<file path="src/rtl/if_stage.sv">
// rtl/if_stage.sv - instruction fetch stage: PC, I-cache read port, redirect and miss handling
module if_stage #(
   parameter logic [31:0] RESET_PC = 32'h0000_0000
) (
   input  logic        clk,
   input  logic        rst,
   input  logic        stall,
   input  logic        Branch_taken,
   input  logic [31:0] branch_target,
   output logic        ICACHE_ren,
   output logic        ICACHE_wen,
   output logic [29:0] ICACHE_addr,
   input  logic [31:0] ICACHE_rdata,
   input  logic        ICACHE_stall,
   output logic [31:0] INST_out,
   output logic [31:0] PC_plus_4_out,
   output logic        IF_valid,
   output logic        fetch_stall
);

   typedef enum logic [1:0] {
      S_IDLE  = 2'd0,
      S_FETCH = 2'd1,
      S_DRAIN = 2'd2
   } state_t;

   state_t      state_q, state_d;
   logic [31:0] pc_q, pc_d;
   logic [31:0] tgt_q, tgt_d;
   logic [31:0] tgt_aligned;
   logic [31:0] pc_inc;

   assign tgt_aligned = branch_target & 32'hFFFF_FFFC;
   assign pc_inc      = pc_q + 32'd4;

   always_ff @(posedge clk or posedge rst) begin
      if (rst) begin
         state_q <= S_IDLE;
         pc_q    <= RESET_PC;
         tgt_q   <= 32'h0;
      end else begin
         state_q <= state_d;
         pc_q    <= pc_d;
         tgt_q   <= tgt_d;
      end
   end

   always_comb begin
      state_d       = state_q;
      pc_d          = pc_q;
      tgt_d         = tgt_q;
      ICACHE_ren    = 1'b0;
      INST_out      = 32'h0;
      PC_plus_4_out = 32'h0;
      IF_valid      = 1'b0;
      case (state_q)
         S_IDLE: begin
            state_d = S_FETCH;
         end
         S_FETCH: begin
            ICACHE_ren = 1'b1;
            if (!ICACHE_stall) begin
               INST_out      = ICACHE_rdata;
               PC_plus_4_out = pc_inc;
               IF_valid      = 1'b1;
               if (Branch_taken) begin
                  pc_d = tgt_aligned;
               end else if (!stall) begin
                  pc_d = pc_inc;
               end
            end else if (Branch_taken) begin
               // Miss in flight: park the target until the cache lets go of the stale address
               tgt_d   = tgt_aligned;
               state_d = S_DRAIN;
            end
         end
         S_DRAIN: begin
            ICACHE_ren = 1'b1;
            if (Branch_taken) begin
               tgt_d = tgt_aligned;
            end
            if (!ICACHE_stall) begin
               pc_d    = Branch_taken ? tgt_aligned : tgt_q;
               state_d = S_FETCH;
            end
         end
         default: begin
            state_d = S_IDLE;
         end
      endcase
   end

   assign ICACHE_wen  = 1'b0;
   assign ICACHE_addr = pc_q[31:2];
   assign fetch_stall = ICACHE_ren & ICACHE_stall;

endmodule

</file>
<file path="config.mk">
export PLATFORM = sky130hd
export DESIGN_NAME = if_stage
export DESIGN_NICKNAME = d
export VERILOG_FILES = /design/src/rtl/if_stage.sv
export SDC_FILE = /design/constraint.sdc
export NUM_CORES = 1
export LEC_CHECK = 0
export BUFFER_PORTS_ARGS = -buffer_cell sky130_fd_sc_hd__buf_2
export CAP_MARGIN = 20
export CELL_PAD_IN_SITES_DETAIL_PLACEMENT = 1
export CELL_PAD_IN_SITES_GLOBAL_PLACEMENT = 2
export CORE_ASPECT_RATIO = 2
export CORE_MARGIN = 2
export CORE_UTILIZATION = 30
export DETAILED_ROUTE_END_ITERATION = 10
export PLACE_DENSITY = 0.85
export SLEW_MARGIN = 40
export SYNTH_ARGS = -nofsm -noshare
export SYNTH_HDL_FRONTEND = slang
export SYNTH_SLANG_ARGS = --single-unit
</file>
<file path="constraint.sdc">
create_clock -name clk -period 4.55 [get_ports clk]
set_input_delay 1.1375 -clock clk [delete_from_list [all_inputs] [get_ports clk]]
set_output_delay 1.1375 -clock clk [all_outputs]
set_load 0.05 [all_outputs]
</file>
==> results of run 1 <==
layout make-up:
| type | count | area (sq um) |
|---|---|---|
| Clock buffer | 10 | 239.0 |
| Fill cell | 1776 | 8678 |
| Sequential cell | 66 | 1652 |
| Multi-Input combinational cell | 370 | 2440 |
| Clock inverter | 4 | 20.02 |
| Inverter | 21 | 78.83 |
| Antenna cell | 2 | 5.005 |
| Tap cell | 192 | 240.2 |
| Timing Repair Buffer | 177 | 920.9 |
worst reg2reg max path, stage by stage, from the launching register on:
cell and delay (ns):
dfrtp_1 0.40, inv_1 0.09, ha_1 0.33, buf_4 0.44, or2_2 0.59, nor3_1 0.11
or4_1 0.53
layout by cell type, fill, tap and decap left out, types with 3 or more instances in the layout:
cell type,n
a211oi_1,3
a21oi_1,29
a221oi_1,4
a222oi_1,4
a22oi_1,6
and2_1,39
and3_1,5
buf_2,163
buf_4,14
clkbuf_16,9
clkinv_2,4
dfrtp_1,66
ha_1,4
inv_1,20
mux2_2,31
nand2_1,26
nand3_1,12
nand3_2,3
nand4_1,8
nor2_1,52
nor3_1,13
nor4_1,5
o21ai_0,35
o22ai_1,10
o2bb2ai_1,7
o311ai_0,3
o31a_1,8
xnor2_1,21
xor2_1,7
stage by stage:
step | worst slack [ns] | utilization [%] | std cells
final | 0.5526 | 39.20 | 842
after global routing | 0.3836 | 39.20 | 842
after detailed placement | 0.7391 | 37.35 | 826
after global placement | 0.8586 | 37.27 | 826
after floorplan | 0.6765 | - | 494
after CTS | 0.5347 | 39.17 | 840
state kept, by name (all words and copies together) (netlist names):
name     cells
pc_q        32
tgt_q       32
state_q      2
report_power, final:
part / total, mW / switching (mW) / internal [mW]
combinational: 2.26 / 1.60 / 0.656
sequential: 1.18 / 0.324 / 0.860
clock: 0.629 / 0.255 / 0.373
total: 4.07 / 2.18 / 1.89
routing by layer:
metal / global-route usage (%) / part of all wire [%] / wire length [microns]
met5: 0 / 0 / 0
met4: 10.88 / 4.2 / 679
met3: 2.232 / 4.3 / 703
met2: 38.18 / 56 / 9030
met1: 22.83 / 36 / 5773
cells in the mapped netlist, types with 3 or more instances:
cell type,instances
a211oi_1,3
a21oi_1,29
a221oi_1,4
a222oi_1,4
a22oi_1,6
and2_1,39
and3_1,5
buf_1,4
buf_4,3
clkbuf_1,24
clkbuf_8,3
dfrtp_1,66
ha_1,4
inv_1,21
mux2_2,31
nand2_1,26
nand3_1,12
nand3_2,3
nand4_1,8
nor2_1,52
nor3_1,13
nor4_1,5
o21ai_0,35
o22ai_1,10
o2bb2ai_1,7
o311ai_0,3
o31a_1,8
xnor2_1,21
xor2_1,7
path summary, 6_finish.rpt:
path                            start  cells after the start  slack (ns)                 to
max                           pc_q[2]                      7        0.55  PC_plus_4_out[30]
min                           pc_q[1]                      2        0.48            pc_q[1]
max reg2reg                state_q[0]                      6        1.94           pc_q[23]
min reg2reg                   pc_q[1]                      2        0.48            pc_q[1]
max in group asynchronous         rst                      3        2.65          tgt_q[11]
min in group asynchronous         rst                      2        0.92          tgt_q[17]
logic make-up (layout without fill, tap and decap cells):
group / count (synthesis) / after routing / share of synthesized area, %
DFF: 66 / 66 / 37.97
adders and majority gates: 4 / 4 / 1.151
xor gates and xnor gates: 28 / 28 / 5.639
and+or+nand+nor: 181 / 181 / 21.95
muxes: 33 / 33 / 8.487
AOI/OAI and AO/OA: 123 / 123 / 18.38
buffers and inverters: 58 / 212 / 6.329
other: 1 / 3 / 0.08622
==> flow_metrics.env, run 1 <==
export IMPL_status="completed"
export IMPL_synth_cell_type_count=56
export IMPL_period_needed_ns=3.997
export IMPL_finalInstanceArea_sq_um=5595
export IMPL_die_width_microns=89.14
export IMPL_wl_per_cell_microns=19.22
export IMPL_antenna_found_initial=2
export IMPL_dp_hpwl_mm=12.06
export IMPL_arrival_ns=2.86
export IMPL_crit_chain="ha_1 > nand3_1 > or3_1 > nor3_1 > xnor2_1 > nor2_1 > buf_2"
export IMPL_cts_buffers=9
export IMPL_place_port_buffers=163
export IMPL_worstMarginPinSlew_ns=0.7240
export IMPL_grt_start_max_net_pins=38
export IMPL_cts_setup_buffers=0
export IMPL_ant_nets=0
export IMPL_fp_dieH_microns=174.3
export IMPL_critPathMaxFanout=8
export IMPL_power_leakage_nw=2.587
export IMPL_yosys_area_top_type="dfrtp_1"
export IMPL_async_flop_share_pct=100.0
export IMPL_coreArea_sq_um=14270
export IMPL_drt_iter0_drc=173
export IMPL_path_class="flip-flop to output port"
export IMPL_netlist_area_leader_share_pct=37.97
export IMPL_dieArea_sq_um=15530
export IMPL_rows=62
export IMPL_vias=4423
export IMPL_setup_violations=0
export IMPL_cp_start_kind="flip-flop"
export IMPL_maxCapViolCount=0
export IMPL_hold_ws_ns=0.4764
export IMPL_area_growth_pct=28.65
export IMPL_grt_pass1_vias=4684
export IMPL_syn_cell_area_sq_um=4349
export IMPL_maxSlewViolCount=0
export IMPL_root_buffer="clkbuf_16"
export IMPL_critPathTopFamily="simple AND/OR/NAND/NOR gates"
export IMPL_fin_crit_sh_pct=87.85
export IMPL_cp_end_kind="output port"
export IMPL_clk_latency_ns=0.33
export IMPL_critPathBufInv=1
export IMPL_rsz0062_at_grt="false"
export IMPL_synth_nets=567
export IMPL_ioPinCount=167
export IMPL_grt_usage_pct=21.00
export IMPL_setup_tns_ns=0
export IMPL_drc=0
export IMPL_start_util_pct=30.47
export IMPL_nNetsFinal=718
export IMPL_synth_edff_count=0
export IMPL_synth_ff_type="dfrtp_1"
export IMPL_fmax_mhz=250.2
export IMPL_place_gp_congestion=0.8050
export IMPL_synth_seq_cells=66
export IMPL_clockBufferDepth=2
export IMPL_fin_worst_skew_ns=0.005609
export IMPL_holdCritPathClass="flip-flop to flip-flop"
export IMPL_critPathMaxStageDelay_ns=0.52
export IMPL_critPathRequiredTime_ns=3.41
export IMPL_drt_first_pass_iters=6
export IMPL_cts_tree="built"
export IMPL_yosys_warnings=0
export IMPL_htreeDepth=3
export IMPL_syn_inst=494
export IMPL_wirelength_mm=16.19
export IMPL_holdBufCountCts=0
export IMPL_cts_sinks=66
export IMPL_post_cts_resized=0
export IMPL_vias_per_cell=5.253
export IMPL_synth_seq_area_share_pct=37.97
export IMPL_grt_first_pass_wirelength_mm=25.13
export IMPL_relSlewSlack_pct=51.29
export IMPL_slowest_stage="or3_1"
export IMPL_hold_viol=0
export IMPL_power_mw=4.071
export IMPL_drive_gt1_share_pct=36.42
export IMPL_path_clk_slew_ns=0.06
export IMPL_peakVddDrop_mv=0.2711
export IMPL_place_area_sq_um=5331
export IMPL_overflow=0
export IMPL_p_per_area_nw_per_um2=727.6
export IMPL_postSynthAreaPerCell_sq_um=8.804
export IMPL_synthTopCellsByArea="dfrtp_1 (38%), mux2_2 (8.0%), and2_1 (5.6%)"
No activity file was read; power rests on OpenSTA's default activity.
==> run 2: changes to the inputs <==
==> constraint.sdc (replaced) <==
create_clock -name clk -period 4.55 [get_ports clk]
set_input_delay 0.2275 -clock clk [delete_from_list [all_inputs] [get_ports clk]]
set_output_delay 0.2275 -clock clk [all_outputs]
set_load 0.05 [all_outputs]
==> run 2 against run 1 <==
Non-clock buffer count is 6 lower. Setup slack better by 0.63 ns. Combinational power hardly changed. Final area is 0.40% lower. Register-to-register slack worse by 0.19 ns. Total power is 0.35% higher. Routed wire length is 1.1% lower. Global-route usage is 0.074 points higher. Cell count is 0.71% lower. Sequential share of layout area is 0.12 points higher. Clock skew is 0.00096 ns higher. Critical path type unchanged.
==> flow_metrics.env, run 2 (synthesized netlist as in run 1, its figures left out) <==
export IMPL_status="completed"
export IMPL_maxCapViolCount=0
export IMPL_coreArea_sq_um=14270
export IMPL_startpoint="pc_q[2]"
export IMPL_register_area_sq_um=1652
export IMPL_nNetsFinal=712
export IMPL_grt_first_pass_wirelength_mm=25.09
export IMPL_p_comb_share_pct=55.2
export IMPL_top_regs="pc_q (32), tgt_q (32), state_q (2)"
export IMPL_cts_setup_buffers=0
export IMPL_worstMarginPinSlew_ns=0.8374
export IMPL_grt_pass1_vias=4666
export IMPL_start_util_pct=30.47
export IMPL_cts_sinks=66
export IMPL_ant_nets=0
export IMPL_critPathMaxStageDelay_ns=0.74
export IMPL_r2r_start="pc_q[2]"
export IMPL_holdCritPathClass="input pin to asynchronous set/reset pin"
export IMPL_p_per_area_nw_per_um2=733.1
export IMPL_switching_power_mw=2.194
export IMPL_multi_input_area_sq_um=2447
export IMPL_drive_gt1_share_pct=36.02
export IMPL_wl_per_cell_microns=19.15
export IMPL_fill_cells=1803
export IMPL_fp_dieH_microns=174.3
export IMPL_place_port_buffers=163
export IMPL_seq_power_share_pct=29.0
export IMPL_fin_worst_skew_ns=0.006564
export IMPL_cp_end_kind="output port"
export IMPL_period_needed_ns=3.370
export IMPL_slowest_stage="nor2_1"
export IMPL_cts_tree="built"
export IMPL_rows=62
export IMPL_n_antenna_cell=0
export IMPL_clockBufferDepth=2
export IMPL_final_common_cell="buf_2"
export IMPL_rsz0062_at_grt="false"
export IMPL_drt_iter0_drc=233
export IMPL_final_cell_mix="buf_2 (162), dfrtp_1 (66), nor2_1 (52)"
export IMPL_cts_buffers=9
export IMPL_hold_viol=0
export IMPL_path_clk_slew_ns=0.06
export IMPL_ioPinCount=167
export IMPL_critPathRequiredTime_ns=4.32
export IMPL_place_gp_congestion=0.8157
export IMPL_dieArea_sq_um=15530
export IMPL_setup_violations=0
export IMPL_crit_chain="ha_1 > nand3_1 > nor2_1 > nand3_1 > xnor2_1 > nor2_1 > buf_2"
export IMPL_path_class="flip-flop to output port"
export IMPL_critPathTopFamily="simple AND/OR/NAND/NOR gates"
export IMPL_grt_start_max_net_pins=67
export IMPL_peakVddDrop_mv=0.2851
export IMPL_r2r_slack_ns=1.75
export IMPL_fmax_mhz=296.8
export IMPL_area_growth_pct=28.14
export IMPL_overflow=0
export IMPL_critPathMaxFanout=9
export IMPL_relSlewSlack_pct=44.17
export IMPL_dp_hpwl_mm=11.84
export IMPL_arrival_ns=3.14
export IMPL_sw_frac_of_total_pct=53.71
export IMPL_grt_usage_pct=21.07
export IMPL_clockPowerShare_pct=15.9
export IMPL_hold_ws_ns=0.04300
export IMPL_die_width_microns=89.14
export IMPL_p_int_mw=1.891
export IMPL_vias=4369
export IMPL_power_leakage_nw=2.565
export IMPL_wirelength_mm=16.01
export IMPL_clk_latency_ns=0.34
export IMPL_antenna_found_initial=0
export IMPL_maxSlewViolCount=0
export IMPL_drc=0
export IMPL_setup_tns_ns=0
export IMPL_post_cts_resized=0
export IMPL_cp_start_kind="flip-flop"
export IMPL_holdBufCountCts=0
export IMPL_critPathBufInv=1
export IMPL_htreeDepth=3
export IMPL_fin_crit_sh_pct=74.06
export IMPL_drt_first_pass_iters=4
export IMPL_vias_per_cell=5.226
export IMPL_root_buffer="clkbuf_16"
[run 2: changes by cell type in the layout (fill, tap and decap cells not counted), sizes merged]
cell,change
clkinvlp,+2
diode,-2
clkinv,-1
buf,-6
clkbuf,+1
[run 2: power by group through the flow]
stage               sequential [mW]  clock (mW)  combinational, mW
CTS                            1.18       0.659               2.28
global route                   1.23       0.690               2.41
global placement               1.16           0               2.21
floorplan                      1.51           0               1.37
detailed placement             1.19           0               2.27
finish                         1.18       0.648               2.25
[run 2: metrics by stage]
| step | area (sq um) | total power, mW | std cells | setup slack [ns] | util, % |
|---|---|---|---|---|---|
| 5_1_grt | 5573 | 4.331 | 836 | 1.000 | 39.04 |
| 3_5_place_dp | 5293 | 3.456 | 820 | 1.536 | 37.08 |
| 4_1_cts | 5565 | 4.114 | 836 | 1.161 | 38.99 |
| 3_3_place_gp | 5278 | 3.367 | 820 | 1.639 | 36.97 |
| 2_1_floorplan | 4349 | 2.878 | 494 | 1.587 | - |
| 6_report | 5573 | 4.085 | 836 | 1.180 | 39.04 |
[run 2: layout make-up]
class	instances	area share (%)
multi-input cells	370	43.92
clock inverters	5	0.5388
well taps	192	4.311
repair buffers	171	15.83
inverters	21	1.414
flip-flops and latches	66	29.64
clock buffers	11	4.356
[run 2: tightest hold or removal path, cell delays in order]
cell   delay [ns]
buf_2        0.10
inv_2        0.04
buf_6        0.49
[run 2: worst paths after layout]
| kind | end | cells after the start |
|---|---|---|
| max in group asynchronous | pc_q[1] | 3 |
| setup reg to reg | pc_q[26] | 6 |
| min in group clk | tgt_q[19] | 2 |
| setup / recovery | PC_plus_4_out[24] | 7 |
| hold reg to reg | pc_q[1] | 2 |
| hold / removal | tgt_q[17] | 3 |
[run 2: layer usage]
layer | routed length [microns] | vias up | track usage [%]
met4 | 383 | 0 | 7.587
met2 | 9149 | 132 | 39.63
met5 | 0 | - | 0
met1 | 5748 | 2174 | 22.59
li1 | - | 2038 | -
met3 | 728 | 25 | 3.276
==> run 3: changes to the inputs <==
--- a/config.mk
+++ b/config.mk
@@ -5,15 +5,16 @@
 export SDC_FILE = /design/constraint.sdc
 export NUM_CORES = 1
 export LEC_CHECK = 0
+export ABC_AREA = 1
 export BUFFER_PORTS_ARGS = -buffer_cell sky130_fd_sc_hd__buf_2
 export CAP_MARGIN = 20
 export CELL_PAD_IN_SITES_DETAIL_PLACEMENT = 1
 export CELL_PAD_IN_SITES_GLOBAL_PLACEMENT = 2
 export CORE_ASPECT_RATIO = 2
 export CORE_MARGIN = 2
-export CORE_UTILIZATION = 30
+export CORE_UTILIZATION = 23
 export DETAILED_ROUTE_END_ITERATION = 10
-export PLACE_DENSITY = 0.85
+export PLACE_DENSITY = 0.76
 export SLEW_MARGIN = 40
 export SYNTH_ARGS = -nofsm -noshare
 export SYNTH_HDL_FRONTEND = slang
==> constraint.sdc (replaced) <==
create_clock -name clk -period 2.7 [get_ports clk]
set_input_delay 0.135 -clock clk [delete_from_list [all_inputs] [get_ports clk]]
set_output_delay 0.135 -clock clk [all_outputs]
set_load 0.05 [all_outputs]
==> run 3 against run 2 <==
Clock power grew 87%. Register-to-register slack worse by 1.1 ns. Combinational power grew 100%. Via count grew 8.2%. Non-clock buffer count is 7 higher. Total power up 86%. Synthesized area up 2.7%. Sequential share of layout area down 1.7 points. Largest power group unchanged. Flip-flop and latch count stayed put. Clock skew decreased by 0.00097 ns. Utilization is 8.3 points lower.
==> flow_metrics.env, run 3 <==
export IMPL_status="completed"
export IMPL_postSynthAreaPerCell_sq_um=6.619
export IMPL_cts_sinks=66
export IMPL_fp_dieH_microns=201.1
export IMPL_slowest_stage="dfrtp_1"
export IMPL_startpoint="pc_q[3]"
export IMPL_wl_per_cell_microns=15.29
export IMPL_netlist_area_leader_share_pct=36.96
export IMPL_fin_worst_skew_ns=0.005593
export IMPL_period_needed_ns=2.451
export IMPL_synth_mux_area_share_pct=0
export IMPL_place_gp_congestion=0.8222
export IMPL_die_width_microns=102.6
export IMPL_fmax_mhz=408.0
export IMPL_antenna_found_initial=0
export IMPL_htreeDepth=3
export IMPL_nNetsFinal=910
export IMPL_yosys_area_top_type="dfrtp_1"
export IMPL_hold_ws_ns=0.09595
export IMPL_overflow=0
export IMPL_async_flop_share_pct=100.0
export IMPL_pre_cts_ws_ns=0.6123
export IMPL_area_growth_pct=32.12
export IMPL_synth_cell_type_count=33
export IMPL_setup_tns_ns=0
export IMPL_critPathTopFamily="simple AND/OR/NAND/NOR gates"
export IMPL_post_cts_resized=0
export IMPL_synth_ff_type="dfrtp_1"
export IMPL_synth_nets=748
export IMPL_clk_latency_ns=0.33
export IMPL_synth_xor_xnor_area_share_pct=3.108
export IMPL_place_port_buffers=163
export IMPL_grt_usage_pct=16.37
export IMPL_peakVddDrop_mv=0.3964
export IMPL_rsz0062_at_grt="false"
export IMPL_cp_start_kind="flip-flop"
export IMPL_critPathRequiredTime_ns=2.57
export IMPL_arrival_ns=2.32
export IMPL_synth_top_family_by_area="simple AND/OR/NAND/NOR gates"
export IMPL_start_util_pct=23.29
export IMPL_synthTopCellsByArea="dfrtp_1 (37%), nand2_1 (14%), inv_1 (10%)"
export IMPL_grt_first_pass_wirelength_mm=25.70
export IMPL_drive_gt1_share_pct=26.48
export IMPL_critPathMaxFanout=4
export IMPL_grt_pass1_vias=4798
export IMPL_critPathMaxStageDelay_ns=0.38
export IMPL_top_regs="pc_q (32), tgt_q (32), state_q (2)"
export IMPL_drt_iter0_drc=175
export IMPL_drc=0
export IMPL_ant_nets=0
export IMPL_power_leakage_nw=3.358
export IMPL_maxSlewViolCount=0
export IMPL_vias=4728
export IMPL_final_common_cell="nand2_1"
export IMPL_maxCapViolCount=0
export IMPL_vias_per_cell=4.294
export IMPL_cts_buffers=9
export IMPL_fin_crit_sh_pct=90.77
export IMPL_hold_viol=0
export IMPL_critPathBufInv=1
export IMPL_final_cell_mix="nand2_1 (172), buf_2 (163), inv_1 (121)"
export IMPL_root_buffer="clkbuf_16"
export IMPL_syn_inst=675
export IMPL_synth_edff_count=0
export IMPL_path_clk_slew_ns=0.05
export IMPL_r2r_start="state_q[1]"
export IMPL_synth_seq_area_share_pct=36.96
export IMPL_synth_simple_gate_area_share_pct=30.30
export IMPL_synthAdderAreaFrac_pct=1.120
export IMPL_synth_common_cells="nand2_1 (172), inv_1 (122), nor2_1 (109)"
export IMPL_crit_top_cell="nand2_1"
export IMPL_n_antenna_cell=0
export IMPL_wirelength_mm=16.84
export IMPL_grt_start_max_net_pins=58
export IMPL_dieArea_sq_um=20620
export IMPL_holdCritPathClass="input pin to flip-flop"
export IMPL_setup_violations=0
export IMPL_drt_first_pass_iters=4
export IMPL_synth_seq_cells=66
export IMPL_synth_most_common_cell="nand2_1"
export IMPL_ioPinCount=167
export IMPL_syn_cell_area_sq_um=4468
export IMPL_clockBufferDepth=2
export IMPL_cts_tree="built"
export IMPL_dp_hpwl_mm=13.44
export IMPL_rows=72
export IMPL_coreArea_sq_um=19190
export IMPL_path_class="flip-flop to output port"
export IMPL_min_delay_start="branch_target[9]"
export IMPL_cp_end_kind="output port"
export IMPL_p_per_area_nw_per_um2=1289
export IMPL_yosys_warnings=0
export IMPL_final_setup_worst_slack_ns=0.2492
export IMPL_crit_chain="ha_1 > nand2_1 > nor2_4 > nand3_1 > nor2_1 > nand2_1 > a21oi_1 > buf_2"
export IMPL_synth_compound_area_share_pct=14.76
[run 3: cell count changes after synthesis, sizes merged, moves of 13 or more]
| cell | change |
|---|---|
| clkbuf | -19 |
| inv | +104 |
| o21ai | +13 |
| nor3 | -14 |
| xnor2 | -18 |
| mux2 | -31 |
| nand2 | +151 |
| and2 | -35 |
| nor2 | +71 |
| o22ai | +15 |
[run 3: kinds of logic (layout without fill, tap and decap cells)]
family                   Yosys count  after routing
flip-flops                        66             66
other                              1              1
AO/OA/AOI/OAI                    113            113
XOR/XNOR                          15             15
buffers and inverters            152            319
adder cells (fa/ha/maj)            4              4
AND/OR/NAND/NOR                  324            324
[run 3: tightest hold or removal path, stage by stage]
cell and delay (ns):
buf_2 0.10, nand2_1 0.07, o22ai_1 0.08
[run 3: final cells by class]
class	count	area, sq um
clock buffer	12	256.5
clock inverter	4	50.05
fill	2526	13290
inverter	125	469.2
multi-input combinational	457	2208
sequential	66	1652
tap	259	324.1
timing repair buffer	178	943.4
[run 3: path summary, 6_finish.rpt]
| kind | to | slack (ns) | cells past startpoint |
|---|---|---|---|
| worst max register to register | pc_q[29] | 0.65 | 9 |
| min in group asynchronous | pc_q[4] | 0.29 | 3 |
| worst min-delay path | tgt_q[9] | 0.1 | 3 |
| max in group asynchronous | tgt_q[24] | 1.78 | 4 |
| worst min register to register | tgt_q[1] | 0.50 | 2 |
| worst max-delay path | PC_plus_4_out[20] | 0.25 | 8 |
[run 3: per-layer routing]
layer | share of wire, % | routed length [microns] | track usage (%)
met1 | 38 | 6381 | 17.66
met4 | 2.8 | 467 | 6.095
met5 | 0 | 0 | 0
met2 | 55 | 9270 | 31.02
met3 | 4.3 | 716 | 2.223
[run 3: through the flow]
step           utilization, %  power [mW]  instances  area [sq um]
6_report                30.76       7.608       1101          5903
5_1_grt                 30.76       8.204       1101          5903
4_1_cts                 30.76       7.742       1101          5903
3_3_place_gp            29.11       6.409       1084          5587
2_1_floorplan               -       5.210        675          4468
3_5_place_dp            29.11       6.480       1084          5587
[run 3: what timing repair did]
item,CTS,global route
endpoints found under the setup margin,0,0
buffers inserted,0,0
hold endpoints to repair,9,0
hold buffers,1,0
[run 3: report_power, final]
part | internal, mW | leakage [nW] | switching (mW)
combinational | 1.16 | 2.42 | 3.38
clock | 0.764 | 0.145 | 0.446
sequential | 1.45 | 0.795 | 0.402
